==> config.mk <==
export PLATFORM = sky130hd
export DESIGN_NAME = bsg_fsb_to_link_serializer_flat
export DESIGN_NICKNAME = d
export VERILOG_FILES = /design/src/rtl/bsg_fsb_pkg.sv /design/src/rtl/bsg_fsb_to_link_serializer_if.sv /design/src/rtl/bsg_counter_clear_up.sv /design/src/rtl/bsg_fsb_to_link_serializer.sv /design/src/flat_wrapper.sv
export SDC_FILE = /design/constraint.sdc
export NUM_CORES = 1
export LEC_CHECK = 0
export BUFFER_PORTS_ARGS = -buffer_cell sky130_fd_sc_hd__buf_2
export CORE_MARGIN = 8
export CORE_UTILIZATION = 50
export DETAILED_ROUTE_END_ITERATION = 6
export PLACE_DENSITY = 0.75
export SYNTH_ARGS = -nofsm -noshare
export SYNTH_HDL_FRONTEND = slang
export SYNTH_HIERARCHICAL = 1
export SYNTH_SLANG_ARGS = --single-unit
==> constraint.sdc <==
create_clock -name clk_i -period 2.4 [get_ports clk_i]
set_input_delay 0 -clock clk_i [delete_from_list [all_inputs] [get_ports clk_i]]
set_output_delay 0 -clock clk_i [all_outputs]
set_load 0.005 [all_outputs]
==> src/rtl/bsg_fsb_pkg.sv <==
// ============================================================================
// Module      : bsg_fsb_pkg
// Description : Shared types and sizing helpers for the FSB-to-link serializer.
//               BSG_FSB_SERIALIZER_PARITY_EN adds one parity bit to each flit.
// Revision    : 1.0 - initial release
// ============================================================================
`default_nettype none

package bsg_fsb_pkg;

  typedef enum logic [0:0] {
    IDLE = 1'b0,
    SEND = 1'b1
  } state_e;

`ifdef BSG_FSB_SERIALIZER_PARITY_EN
  localparam int unsigned parity_width_lp = 1;
`else
  localparam int unsigned parity_width_lp = 0;
`endif

  function automatic int unsigned num_flits(input int unsigned ring_w,
                                            input int unsigned flit_w);
    return (ring_w + flit_w - 1) / flit_w;
  endfunction

  // A single-flit packet still needs a one-bit index so the counter has a port.
  function automatic int unsigned idx_width(input int unsigned n);
    return (n > 1) ? $clog2(n) : 1;
  endfunction

endpackage

`default_nettype wire

==> src/rtl/bsg_fsb_to_link_serializer_if.sv <==
// ============================================================================
// Module      : bsg_fsb_to_link_serializer_if
// Description : FSB packet input and link flit output handshakes.
//               data_o widens by one bit under BSG_FSB_SERIALIZER_PARITY_EN.
// Revision    : 1.0 - initial release
// ============================================================================
`default_nettype none

interface bsg_fsb_to_link_serializer_if #(
  parameter int unsigned ring_width_p = 80,
  parameter int unsigned flit_width_p = 16
);

  localparam int unsigned data_o_width_lp = flit_width_p + bsg_fsb_pkg::parity_width_lp;

  logic                       v_i;
  logic [ring_width_p-1:0]    data_i;
  logic                       yumi_o;
  logic                       v_o;
  logic [data_o_width_lp-1:0] data_o;
  logic                       ready_i;

  modport slave (
    input  v_i,
    input  data_i,
    input  ready_i,
    output yumi_o,
    output v_o,
    output data_o
  );

  modport master (
    output v_i,
    output data_i,
    output ready_i,
    input  yumi_o,
    input  v_o,
    input  data_o
  );

endinterface

`default_nettype wire

==> src/rtl/bsg_counter_clear_up.sv <==
// ============================================================================
// Module      : bsg_counter_clear_up
// Description : Up counter with synchronous clear; clear has priority over up.
// Revision    : 1.0 - initial release
// ============================================================================
`default_nettype none

module bsg_counter_clear_up #(
  parameter int unsigned width_p = 3
) (
  input  logic               clk_i,
  input  logic               reset_n_i,
  input  logic               clear_i,
  input  logic               up_i,
  output logic [width_p-1:0] count_o
);

  logic [width_p-1:0] count_q;
  logic [width_p-1:0] count_d;

  always_comb begin
    count_d = count_q;
    if (clear_i) begin
      count_d = '0;
    end else if (up_i) begin
      count_d = count_q + width_p'(1);
    end
  end

  always_ff @(posedge clk_i or negedge reset_n_i) begin
    if (!reset_n_i) begin
      count_q <= '0;
    end else begin
      count_q <= count_d;
    end
  end

  assign count_o = count_q;

endmodule

`default_nettype wire

==> src/rtl/bsg_fsb_to_link_serializer.sv <==
// ============================================================================
// Module      : bsg_fsb_to_link_serializer
// Description : Splits one FSB packet into LSB-first flits for a link.
//               BSG_FSB_SERIALIZER_PARITY_EN appends even parity as flit MSB.
// Revision    : 1.0 - initial release
// ============================================================================
`default_nettype none

module bsg_fsb_to_link_serializer
  import bsg_fsb_pkg::*;
#(
  parameter int unsigned ring_width_p = 80,
  parameter int unsigned flit_width_p = 16
) (
  input  logic                          clk_i,
  input  logic                          reset_n_i,
  bsg_fsb_to_link_serializer_if.slave   link
);

  localparam int unsigned num_flits_lp    = num_flits(ring_width_p, flit_width_p);
  localparam int unsigned idx_width_lp    = idx_width(num_flits_lp);
  localparam int unsigned padded_width_lp = num_flits_lp * flit_width_p;
  localparam logic [idx_width_lp-1:0] last_idx_lp = idx_width_lp'(num_flits_lp - 1);

  state_e                                     state_q;
  state_e                                     state_d;
  logic [num_flits_lp-1:0][flit_width_p-1:0]  data_q;
  logic [num_flits_lp-1:0][flit_width_p-1:0]  data_d;
  logic [padded_width_lp-1:0]                 data_ext;
  logic [idx_width_lp-1:0]                    idx;
  logic [flit_width_p-1:0]                    flit_payload;
  logic                                       flit_xfer;
  logic                                       last_flit;
  logic                                       capture;

  always_comb begin
    data_ext                    = '0;
    data_ext[ring_width_p-1:0]  = link.data_i;
  end

  assign flit_xfer = (state_q == SEND) & link.ready_i;
  assign last_flit = (idx == last_idx_lp);

  // A new packet may be taken in the same cycle the last flit leaves, so
  // back-to-back packets stream without a bubble.
  always_comb begin
    capture = 1'b0;
    state_d = state_q;
    data_d  = data_q;
    case (state_q)
      IDLE: capture = link.v_i;
      SEND: begin
        if (flit_xfer && last_flit) begin
          capture = link.v_i;
          if (!link.v_i) begin
            state_d = IDLE;
          end
        end
      end
      default: state_d = IDLE;
    endcase
    capture = capture & reset_n_i;
    if (capture) begin
      state_d = SEND;
      data_d  = data_ext;
    end
  end

  always_ff @(posedge clk_i or negedge reset_n_i) begin
    if (!reset_n_i) begin
      state_q <= IDLE;
      data_q  <= '0;
    end else begin
      state_q <= state_d;
      data_q  <= data_d;
    end
  end

  bsg_counter_clear_up #(
    .width_p (idx_width_lp)
  ) u_idx_counter (
    .clk_i     (clk_i),
    .reset_n_i (reset_n_i),
    .clear_i   (capture),
    .up_i      (flit_xfer & ~last_flit),
    .count_o   (idx)
  );

  assign flit_payload = data_q[idx];
  assign link.yumi_o  = capture;
  assign link.v_o     = (state_q == SEND);

`ifdef BSG_FSB_SERIALIZER_PARITY_EN
  assign link.data_o = {^flit_payload, flit_payload};
`else
  assign link.data_o = flit_payload;
`endif

endmodule

`default_nettype wire

==> src/flat_wrapper.sv <==
// flat-port wrapper written by rule: the top's interface ports become plain ports
module bsg_fsb_to_link_serializer_flat import bsg_fsb_pkg::*;
#(
  parameter int unsigned ring_width_p = 80,
  parameter int unsigned flit_width_p = 16
)
  (clk_i, reset_n_i, link_v_i, link_data_i, link_ready_i, link_yumi_o, link_v_o, link_data_o);
  bsg_fsb_to_link_serializer_if #(.ring_width_p(ring_width_p), .flit_width_p(flit_width_p)) link_i ();
  input  logic clk_i;
  input  logic reset_n_i;
  input wire logic [$bits(link_i.v_i)-1:0] link_v_i;
  input wire logic [$bits(link_i.data_i)-1:0] link_data_i;
  input wire logic [$bits(link_i.ready_i)-1:0] link_ready_i;
  output wire logic [$bits(link_i.yumi_o)-1:0] link_yumi_o;
  output wire logic [$bits(link_i.v_o)-1:0] link_v_o;
  output wire logic [$bits(link_i.data_o)-1:0] link_data_o;
  assign link_i.v_i = link_v_i;
  assign link_i.data_i = link_data_i;
  assign link_i.ready_i = link_ready_i;
  assign link_yumi_o = link_i.yumi_o;
  assign link_v_o = link_i.v_o;
  assign link_data_o = link_i.data_o;
  bsg_fsb_to_link_serializer #(.ring_width_p(ring_width_p), .flit_width_p(flit_width_p)) u_core (.clk_i(clk_i), .reset_n_i(reset_n_i), .link(link_i));
endmodule
Yosys cells after proc, flatten, opt, wreduce, memory -nomap -nowiden:

Cells that the tools add are included.

* $add $sub $neg: 1
* $mul: 0
* divide/modulo/power cells: 0
* order comparisons: 1
* equality and inequality tests: 1
* shifts and indexed selects: 0
* multiplexer cells: 10
* bitwise gates (word level): 5
* reductions and logical operators: 2

Operators by type and width (number)
* 16-bit binary-select mux with 3-bit select: 1
* 16-bit two-way mux: 1
* 3-bit two-way mux: 2
* 1-bit two-way mux: 5
* 3-bit by 4-bit < comparator with 1-bit output, second input constant: 1
* 3-bit by 1-bit adder with 3-bit output, second input constant: 1
* 1-bit AND: 3
* 3-bit equality test, second input constant: 1
* 1-bit NOT: 2
* 1-bit case mux with 2 select lines: 1
* 2-bit nonzero test: 1
* 1-bit logical AND: 1

* flip-flop bits (word level): 84
* latch bits: 0
* memory bits (writable): 0
* memory bits (read-only): 0
* output and inout port bits: 18
* word-level logic and storage cells: 27
* memories: 0

Depth between registers and ports, before layout:

Gate-level depths: netlist of the first run.

* depth in word-level cells: 6
* depth in mapped cells: 6
* depth with buffers taken out: 4

Hierarchy:

The synthesis of the first run kept the hierarchy.

By module, submodules not included
* bsg_fsb_to_link_serializer: times used 1, cells an instance 272, area each 3813.7 um^2, seq. area each 2026.9 um^2
* bsg_counter_clear_up: times used 1, cells an instance 11, area each 136.4 um^2, seq. area each 75.1 um^2

Worst setup path before layout of the first run:

OpenSTA, ideal clock, no wires.

* path kind: register to register
* start: reg u_core.u_idx_counter.count_q[0], in the netlist u_core/u_idx_counter/count_o[0]
* end: reg u_core/data_q[0] in the netlist's numbering
* arrival: 1.647 ns
* setup slack: 0.628 ns
* stages on the path, launching flop included: 6
* buffers on the path: 2
* cells stage by stage: dfrtp_1 buf_2 nand4bb_4 a21oi_4 buf_6 mux2_2

* cells in the longest elaborated chain, start to end: 5

Ends and longest elaborated chain
* start: declaration: RTL line bsg_counter_clear_up.sv:18 `logic [width_p-1:0] count_q;`
* start signal: assignment: RTL line bsg_counter_clear_up.sv:34 `count_q <= count_d;`
* 3-bit equality test: RTL line bsg_fsb_to_link_serializer.sv:42 `assign last_flit = (idx == last_idx_lp);`
* 1-bit logical AND: RTL line bsg_fsb_to_link_serializer.sv:53 `if (flit_xfer && last_flit) begin`
* 1-bit two-way mux: RTL line bsg_fsb_to_link_serializer.sv:53
* 1-bit case mux with 2 select lines: RTL line bsg_fsb_to_link_serializer.sv:50 `case (state_q)`
* 1-bit AND: RTL line bsg_fsb_to_link_serializer.sv:62 `capture = capture & reset_n_i;`
* net link_yumi_o: RTL line flat_wrapper.sv:14 `output wire logic [$bits(link_i.yumi_o)-1:0] link_yumi_o;`
* end signal: assignment: RTL line bsg_fsb_to_link_serializer.sv:75 `data_q <= data_d;`
* end: declaration: RTL line bsg_fsb_to_link_serializer.sv:27 `logic [num_flits_lp-1:0][flit_width_p-1:0] data_q;`

The timed path passes the listed nets, and every way through them passes these cells.
A chain may end at the register's enable or synchronous reset.

Worst setup path in the final report of the first run:

* start: reg u_core.u_idx_counter.count_q[0], in the netlist u_core/u_idx_counter/count_o[0]
* end: out link_data_o[3]

* cells in the longest elaborated chain, start to end: 2

Ends and longest elaborated chain
* 16-bit binary-select mux with 3-bit select: RTL line bsg_fsb_to_link_serializer.sv:89 `assign flit_payload = data_q[idx];`
* 16-bit two-way mux (not written as such): RTL line bsg_fsb_to_link_serializer.sv:89
* end: declaration: RTL line flat_wrapper.sv:16 `output wire logic [$bits(link_i.data_o)-1:0] link_data_o;`

Every way passes these cells. The select of a mux whose other input is x is not followed.

==> qor.txt, run 1 <==
RR Endpoint = u_core/data_q[73]
CP Cell Sequence = buf_4 -> nor2b_1 -> buf_4 -> o2bb2ai_1 -> o21a_1 -> buf_2
Final TNS setup = 0 ps
Detailed Place HPWL = 6.22 mm
Unrepaired setup endpoints after global routing = false
Clk sinks = 84
Sequential area share after synthesis = 53.2%
Core Box Area = 0.00769 sq mm
Setup crit start = u_core/u_idx_counter/count_o[0]
Num rows = 32
Synthesized flop and latch total = 84
Ys async rst share = 100%
Starting DRT DRC Count = 104
Fillcell total = 536
Post-DRT Antenna Nets = 0
Synth top area cells = dfrtp_1, mux2_2, mux2i_1
IO buf count = 101
GPL Wtd Cong = 0.754
CP Capture Type = output port
WHS Path Cells = 4
Slew Limit Fails = 0
Cell repeated most along the worst path = buf_4
Ports = 102
Synth top area share = 53.2%
H-tree depth = 3
Yosys warns = 6
Initial Util = 51.4%
Maximum clock path buffer count = 2
P per Cell Area = 1140 mW/mm^2
Critical path buffers and inverters = 3
First-pass GRT wire length = 16.3 mm
EDFF count, synth = 0
Initial antenna violation count = 0
Cts bufs inserted = 9
Crit-path max FO = 36
Avg WL per Cell = 17.3 um
Layout cells sized above 1 = 42.0%
TritonCTS clock tree = done
Max Cap Viol = 0
TritonRoute pass-1 iters = 4
Worst slew margin = 50.8%
Hold Worst Slack = 40.6 ps
Endpoints failing setup = 0
Syn nets = 368
R2R Path Start = u_core/u_idx_counter/count_o[0]
Status = finished, final reports clean
Die Area = 0.0110 sq mm
GR Util All Layers = 18.2%
Top FF cell, synth = dfrtp_1
CP Data Arrival Time = 2000 ps
Synth Instances = 283
Min Tclk post-route = 2000 ps
Worst Setup Start Kind = flop
WP data required = 2400 ps
Crit path to = link_data_o[3]
Routed vias = 2894
Fin crit share = 83.3%
Vias per cell = 5.07
Fmax = 500 MHz
Die width = 105 um
Cell variety after synth = 20
Reg2reg path depth = 4
Post_cts resized = 0
Root Driver = clkbuf_8
Vias in the first global route = 3255
Post-Syn Area = 0.00395 sq mm
Setup Skew = 10.2 ps
Drt drc = 0
Chip height = 105 um
Crit-path max cell delay = 450 ps
Worst-margin pin slew = 738 ps
Post-synth top area cell = dfrtp_1
Kind of critical path = flop to output port
Ant diodes = 0
Overflow after GRT = 0
Avg Cell Area, Syn = 14.0 sq um
Worst-path clk slew = 80 ps
Crit path max-delay cell type = buf_4
Clk Latency, worst-skew pair = 340 ps
DRT Wirelength = 9.88 mm
Lkg Pwr = 0.00256 uW
Delay-heaviest family, CP = buffers and inverters
Pin count of the biggest net entering global routing = 60
Area added between synthesis and finish = 41.5%
Nets = 549
Count leader, synth = dfrtp_1
Stages on the worst setup path = 6
Tightest Hold Check Type = input port to flop
Final hold violations = 0
Worst vdd ir = 0.720 mV
Post-synth top cells = dfrtp_1, mux2_2, mux2i_1, o21ai_0
R2r setup slk = 600 ps
[tightest hold or removal path, delay by kind of cell]
| family | cells | cell delay [ps] |
|---|---|---|
| simple gates | 3 | 220 |
| buf+inv | 1 | 130 |
[cells by family after synthesis]
group	count (synthesis)	synth area share [%]
AOI/OAI and AO/OA	53	9.66
DFF	84	53.2
buffers and inverters	21	3.71
adders and majority gates	1	0.317
xor gates and xnor gates	1	0.222
muxes	113	31.2
and+or+nand+nor	10	1.71
[cells in the final DEF (no fill, tap or decap), types with 11 or more instances in the layout]
master	n
buf_2	100
clkbuf_8	11
dfrtp_1	84
dlygate4sd3_1	82
mux2_1	11
mux2_2	69
mux2i_1	33
o21a_1	16
o21ai_0	17
o2bb2ai_1	16
[per-stage QoR]
stage	worst slack, ps	utilization, %	total power (uW)	instances	instance area (sq um)
3_3_place_gp	665	58.7	4920	473	4510
5_1_grt	269	72.7	6760	571	5590
2_1_floorplan	628	-	4190	283	3950
6_report	400	72.7	6370	571	5590
3_5_place_dp	623	58.7	5030	473	4510
4_1_cts	396	72.7	6390	571	5590
[worst min path at each step]
stage / start / to / slack (ps)
CTS: link_ready_i / u_core/link.v_o / 20
global placement: reset_n_i / u_core/data_q[33] / -60
global route: link_ready_i / u_core/link.v_o / 30
finish: link_ready_i / u_core/link.v_o / 40
detailed placement: reset_n_i / u_core/data_q[32] / -60
floorplan: reset_n_i / u_core/data_q[0] / -300
[power breakdown]
part / leakage, uW / switching, uW / internal, uW
Combinational: 0.00141 / 1210 / 1450
Clock: 0.000126 / 496 / 752
Sequential: 0.00102 / 364 / 2100
[area by class of cell]
cell class                      count  area (sq um)  area share (%)
Tap cell                          102           128            2.28
Clock buffer                       11           151            2.71
Clock inverter                      5           106            1.90
Multi-Input combinational cell    178          1700            30.4
Timing Repair Buffer              191          1400            25.1
Sequential cell                    84          2100            37.6
[sequential cells by signal, summed over array words and instances (netlist names)]
signal,flops
u_core/link.v_o,1
u_core/u_idx_counter/count_o,3
u_core/data_q,80
[what timing repair did]
item,in CTS,in global routing
buffers inserted,0,0
hold buffers,82,0
endpoints found under the hold margin,107,0
[metal layers]
metal  up-vias  part of all wire [%]  GRT usage, %
met3        13                   2.9          3.26
met5         -                     0             0
li1       1390                     -             -
met4         0                   1.8          7.24
met2        62                    51          31.3
met1      1429                    44          22.2
No activity file was read; power rests on OpenSTA's default activity.
==> run 2, diff against run 1 <==
==> constraint.sdc (replaced) <==
create_clock -name clk_i -period 2 [get_ports clk_i]
set_input_delay 0 -clock clk_i [delete_from_list [all_inputs] [get_ports clk_i]]
set_output_delay 0 -clock clk_i [all_outputs]
set_load 0.005 [all_outputs]
==> qor.txt, run 2 (synthesized netlist as in run 1, its figures left out) <==
CP Cell Sequence = buf_6 -> mux2i_1 -> o2bb2ai_1 -> o21a_1 -> buf_2 (was buf_4 -> nor2b_1 -> buf_4 -> o2bb2ai_1 -> o21a_1 -> buf_2)
Worst-path clk slew = 70 ps (was 80 ps)
Worst Setup Start Kind = flop (unchanged)
Routed vias = 2929 (was 2894)
Nets = 550 (was 549)
Pin count of the biggest net entering global routing = 49 (was 60)
Initial Util = 51.4% (unchanged)
TritonRoute pass-1 iters = 4 (unchanged)
Min Tclk post-route = 1880 ps
Endpoints failing setup = 0 (unchanged)
Overflow after GRT = 0 (unchanged)
Ant diodes = 0 (unchanged)
Kind of critical path = flop to output port (unchanged)
Starting DRT DRC Count = 146 (was 104)
Slew Limit Fails = 0 (unchanged)
Layout cells sized above 1 = 41.7% (was 42.0%)
Final instance area = 0.00554 sq mm (was 0.00559 sq mm)
Post-DRT Antenna Nets = 0 (unchanged)
Initial antenna violation count = 0 (unchanged)
Critical path buffers and inverters = 2 (was 3)
H-tree depth = 3 (unchanged)
Total power = 7330 uW (was 6370 uW)
Avg WL per Cell = 17.1 um (was 17.3 um)
CP Data Arrival Time = 1880 ps (was 2000 ps)
Core Box Area = 0.00769 sq mm (unchanged)
CP Capture Type = output port (unchanged)
Max Cap Viol = 0 (unchanged)
Area added between synthesis and finish = 40.2% (was 41.5%)
Die Area = 0.0110 sq mm (unchanged)
Final hold violations = 0 (unchanged)
Cts bufs inserted = 9 (unchanged)
Biggest register = u_core/data_q (unchanged)
Ports = 102 (unchanged)
TritonCTS clock tree = done (unchanged)
Worst-margin pin slew = 584 ps (was 738 ps)
Chip height = 105 um (unchanged)
First-pass GRT wire length = 16.3 mm (about the same)
Max reg flops = 80 (unchanged)
IO buf count = 101 (unchanged)
Vias in the first global route = 3322 (was 3255)
Worst slew margin = 61.0% (was 50.8%)
Maximum clock path buffer count = 2 (unchanged)
Lkg Pwr = 0.00254 uW (was 0.00256 uW)
DRT Wirelength = 9.73 mm (was 9.88 mm)
Root Driver = clkbuf_8 (unchanged)
Commonest non-fill, non-tap cell in the layout = buf_2 (unchanged)
Fmax = 532 MHz
Post-Place Cell Area = 0.00452 sq mm (was 0.00451 sq mm)
Delay-heaviest family, CP = buffers and inverters (unchanged)
Fin crit share = 93.9%
WP data required = 2000 ps (was 2400 ps)
P per Cell Area = 1320 mW/mm^2 (was 1140 mW/mm^2)
Status = finished, final reports clean (unchanged)
Clk sinks = 84 (unchanged)
Drt drc = 0 (unchanged)
Commonest cells after routing, fill and taps aside = buf_2, dfrtp_1, dlygate4sd3_1 (unchanged)
Unrepaired setup endpoints after global routing = false (unchanged)
GR Util All Layers = 18.4% (was 18.2%)
Setup Skew = 5.33 ps (was 10.2 ps)
Detailed Place HPWL = 6.41 mm (was 6.22 mm)
Worst vdd ir = 0.685 mV (was 0.720 mV)
Num rows = 32 (unchanged)
Post-CTS setup repair buffer count = 0 (unchanged)
Crit-path max FO = 36 (unchanged)
Final TNS setup = 0 ps (unchanged)
Die width = 105 um (unchanged)
Vias per cell = 5.14 (was 5.07)
Crit path max-delay cell type = dfrtp_1 (was buf_4)
Tightest Hold Check Type = input port to flop (unchanged)
GPL Wtd Cong = 0.760 (was 0.754)
Fillcell total = 546 (was 536)
Crit-path max cell delay = 410 ps (was 450 ps)
Clk Latency, worst-skew pair = 340 ps (about the same)
run 2: changes by cell type in the layout (fill, tap and decap cells not counted):
cell / change
inv_6: -1
bufinv_16: -2
clkinv_2: +1
buf_4: -1
clkbuf_1: +1
clkinvlp_4: -1
buf_6: +2
run 2: area by class of cell:
cell class                      instances  area (sq um)  area share, %
Multi-Input combinational cell        178          1700           30.7
Timing Repair Buffer                  192          1420           25.6
Sequential cell                        84          2100           38.0
Clock inverter                          2          35.0          0.633
Tap cell                              102           128           2.30
Clock buffer                           12           155           2.80
run 2: metrics by stage:
stage          utilization [%]  instances  worst slack (ps)  hold WS [ps]
6_report                  72.0        570               121          26.9
5_1_grt                   72.0        570              13.9          32.5
4_1_cts                   71.9        570              20.8          13.8
3_5_place_dp              58.8        474               340           163
3_3_place_gp              58.8        474               393           158
2_1_floorplan                -        283               228          -296
run 2: timing repair:
item,CTS,global route
endpoints found under the hold margin,127,0
hold buffers,82,0
gates resized for setup,0,2
endpoints found under the setup margin,0,16
run 2: power by group:
part / switching (uW) / internal [uW]
clock: 554 / 631
combinational: 1450 / 1740
sequential: 441 / 2520
total: 2440 / 4890
run 2: routing by layer:
| metal | GRT usage (%) | part of all wire [%] | up-vias |
|---|---|---|---|
| met4 | 7.85 | 2.9 | 0 |
| li1 | - | - | 1395 |
| met2 | 30.5 | 50 | 69 |
| met1 | 21.8 | 43 | 1441 |
| met3 | 5.28 | 4.2 | 24 |
| met5 | 0 | 0 | - |
run 2: worst paths after layout:
check	startpoint	endpoint	slack, ps	depth (start not counted)
max in group asynchronous	reset_n_i	u_core/data_q[18]	730	4
min reg2reg	u_core/data_q[4]	u_core/data_q[4]	500	1
max	u_core/u_idx_counter/count_o[2]	link_data_o[6]	120	5
max reg2reg	u_core/u_idx_counter/count_o[0]	u_core/data_q[30]	330	4
min	link_ready_i	u_core/link.v_o	30	4
min in group asynchronous	reset_n_i	u_core/data_q[32]	320	3
run 2: worst reg2reg max path: stages, from the launching register on:
cell,delay [ps]
dfrtp_1,390
nand4bb_4,250
a21oi_4,220
buf_4,310
mux2_2,380
==> run 3, diff against run 2 <==
--- a/config.mk
+++ b/config.mk
@@ -8,6 +8,7 @@
 export BUFFER_PORTS_ARGS = -buffer_cell sky130_fd_sc_hd__buf_2
 export CORE_MARGIN = 8
 export CORE_UTILIZATION = 50
+export CTS_BUF_LIST = sky130_fd_sc_hd__clkbuf_16
 export DETAILED_ROUTE_END_ITERATION = 6
 export PLACE_DENSITY = 0.75
 export SYNTH_ARGS = -nofsm -noshare
==> qor.txt, run 3 (synthesized netlist as in run 1, its figures left out) <==
Status = finished, final reports clean (unchanged)
Initial Util = 51.4% (unchanged)
First-pass GRT wire length = 16.5 mm (was 16.3 mm)
Lkg Pwr = 0.00258 uW (was 0.00254 uW)
Multi-input combinational cell area = 0.00170 sq mm (unchanged)
Unrepaired setup endpoints after global routing = false (unchanged)
TritonCTS clock tree = done (unchanged)
Die Area = 0.0110 sq mm (unchanged)
Detailed Place HPWL = 6.41 mm (unchanged)
CP Cell Sequence = buf_6 -> nor2b_1 -> buf_4 -> o2bb2ai_1 -> o21a_1 -> buf_2 (was buf_6 -> mux2i_1 -> o2bb2ai_1 -> o21a_1 -> buf_2)
P per Cell Area = 1370 mW/mm^2 (was 1320 mW/mm^2)
Routed vias = 2954 (was 2929)
Tightest Hold Check Type = input port to flop (unchanged)
Maximum clock path buffer count = 2 (unchanged)
DRT Wirelength = 9.90 mm (was 9.73 mm)
Clk Latency, worst-skew pair = 330 ps (was 340 ps)
Crit-path max cell delay = 360 ps (was 410 ps)
Max Cap Viol = 0 (unchanged)
Fin crit share = 92.4% (was 93.9%)
Commonest non-fill, non-tap cell in the layout = buf_2 (unchanged)
Ports = 102 (unchanged)
Die width = 105 um (unchanged)
Worst-path clk slew = 60 ps (was 70 ps)
H-tree depth = 3 (unchanged)
CP Capture Type = output port (unchanged)
Layout cells sized above 1 = 41.2% (was 41.7%)
Ant diodes = 0 (unchanged)
R2r setup slk = 330 ps (about the same)
Endpoints failing setup = 0 (unchanged)
CP Data Arrival Time = 1850 ps (was 1880 ps)
Fillcell total = 543 (was 546)
Worst vdd ir = 0.801 mV (was 0.685 mV)
Post-CTS setup repair buffer count = 0 (unchanged)
Vias in the first global route = 3317 (was 3322)
Root Driver = clkbuf_16 (was clkbuf_8)
Commonest cells after routing, fill and taps aside = buf_2, dfrtp_1, dlygate4sd3_1 (unchanged)
Num rows = 32 (unchanged)
Final TNS setup = 0 ps (unchanged)
Min Tclk post-route = 1850 ps (was 1880 ps)
Seq. cell area = 0.00210 sq mm (unchanged)
Pin count of the biggest net entering global routing = 49 (unchanged)
Biggest register = u_core/data_q (unchanged)
Worst-margin pin slew = 592 ps (was 584 ps)
IO buf count = 101 (unchanged)
Worst Setup Start Kind = flop (unchanged)
Initial antenna violation count = 0 (unchanged)
Core Box Area = 0.00769 sq mm (unchanged)
Area added between synthesis and finish = 42.3% (was 40.2%)
Max reg flops = 80 (unchanged)
Kind of critical path = flop to output port (unchanged)
Hold Worst Slack = 54.6 ps (was 26.9 ps)
Slew Limit Fails = 0 (unchanged)
Worst slew margin = 60.5% (was 61.0%)
Fmax = 541 MHz (was 532 MHz)
Final hold violations = 0 (unchanged)
WP data required = 2000 ps (about the same)
Clk sinks = 84 (unchanged)
Post-DRT Antenna Nets = 0 (unchanged)
TritonRoute pass-1 iters = 4 (unchanged)
GPL Wtd Cong = 0.760 (unchanged)
Crit path max-delay cell type = dfrtp_1 (unchanged)
Cts bufs inserted = 9 (unchanged)
GR Util All Layers = 18.7% (was 18.4%)
Nets = 550 (unchanged)
Avg WL per Cell = 17.4 um (was 17.1 um)
Crit-path max FO = 36 (unchanged)
Overflow after GRT = 0 (unchanged)
Chip height = 105 um (unchanged)
Vias per cell = 5.18 (was 5.14)
Starting DRT DRC Count = 103 (was 146)
Setup Skew = 2.47 ps (was 5.33 ps)
Drt drc = 0 (unchanged)
## run 3: cell count changes in the layout (fill, tap and decap cells not counted)
cell and delta:
clkbuf_8 -11, clkbuf_16 +9, clkinv_1 +2, clkbuf_1 -1, inv_1 +1
## run 3: routing by layer
layer | global-route usage (%) | up-vias | wire, um
li1 | - | 1399 | -
met1 | 22.3 | 1458 | 4270
met2 | 30.6 | 73 | 4890
met3 | 5.53 | 24 | 415
met4 | 8.56 | 0 | 320
met5 | 0 | - | 0
## run 3: layout make-up
type	instances	share of cell area (%)
Clock buffer	9	4.01
Tap cell	102	2.27
Multi-Input combinational cell	178	30.3
Timing Repair Buffer	192	25.2
Sequential cell	84	37.4
Clock inverter	5	0.824
## run 3: worst max-delay path: cells and delay by family (launching register included)
kind / cells / cell delay, ps
AND/OR/NAND/NOR: 1 / 180
AO/OA/AOI/OAI: 2 / 300
buffers and inverters: 3 / 670
flip-flops: 1 / 360
## run 3: worst paths after layout
path                                            startpoint           endpoint  cells after the start
max                        u_core/u_idx_counter/count_o[0]     link_data_o[9]                      6
min                                           link_ready_i    u_core/link.v_o                      4
max reg2reg                u_core/u_idx_counter/count_o[0]  u_core/data_q[46]                      4
min reg2reg                               u_core/data_q[4]   u_core/data_q[4]                      1
max in group asynchronous                        reset_n_i   u_core/data_q[6]                      4
min in group asynchronous                        reset_n_i  u_core/data_q[32]                      3
## run 3: per-stage QoR
step / std cells / area (sq um) / setup slack, ps / util [%] / power (uW)
4_1_cts: 570 / 5610 / 45.1 / 73.0 / 7740
2_1_floorplan: 283 / 3950 / 228 / - / 5020
3_3_place_gp: 474 / 4520 / 393 / 58.8 / 5890
3_5_place_dp: 474 / 4520 / 340 / 58.8 / 6030
5_1_grt: 570 / 5620 / 47.1 / 73.1 / 8210
6_report: 570 / 5620 / 152 / 73.1 / 7710
## run 3: where the power goes
part	total [uW]	leakage, uW	internal [uW]	switching, uW
clock	1560	0.000137	937	619
sequential	2970	0.00102	2520	446
combinational	3180	0.00142	1740	1440
total	7710	0.00258	5200	2510
## run 3: repair_timing
item / in CTS / in global routing
setup endpoints to repair: 0 / 16
resized for setup: 0 / 2
hold buffers: 82 / 0
endpoints found under the hold margin: 127 / 0
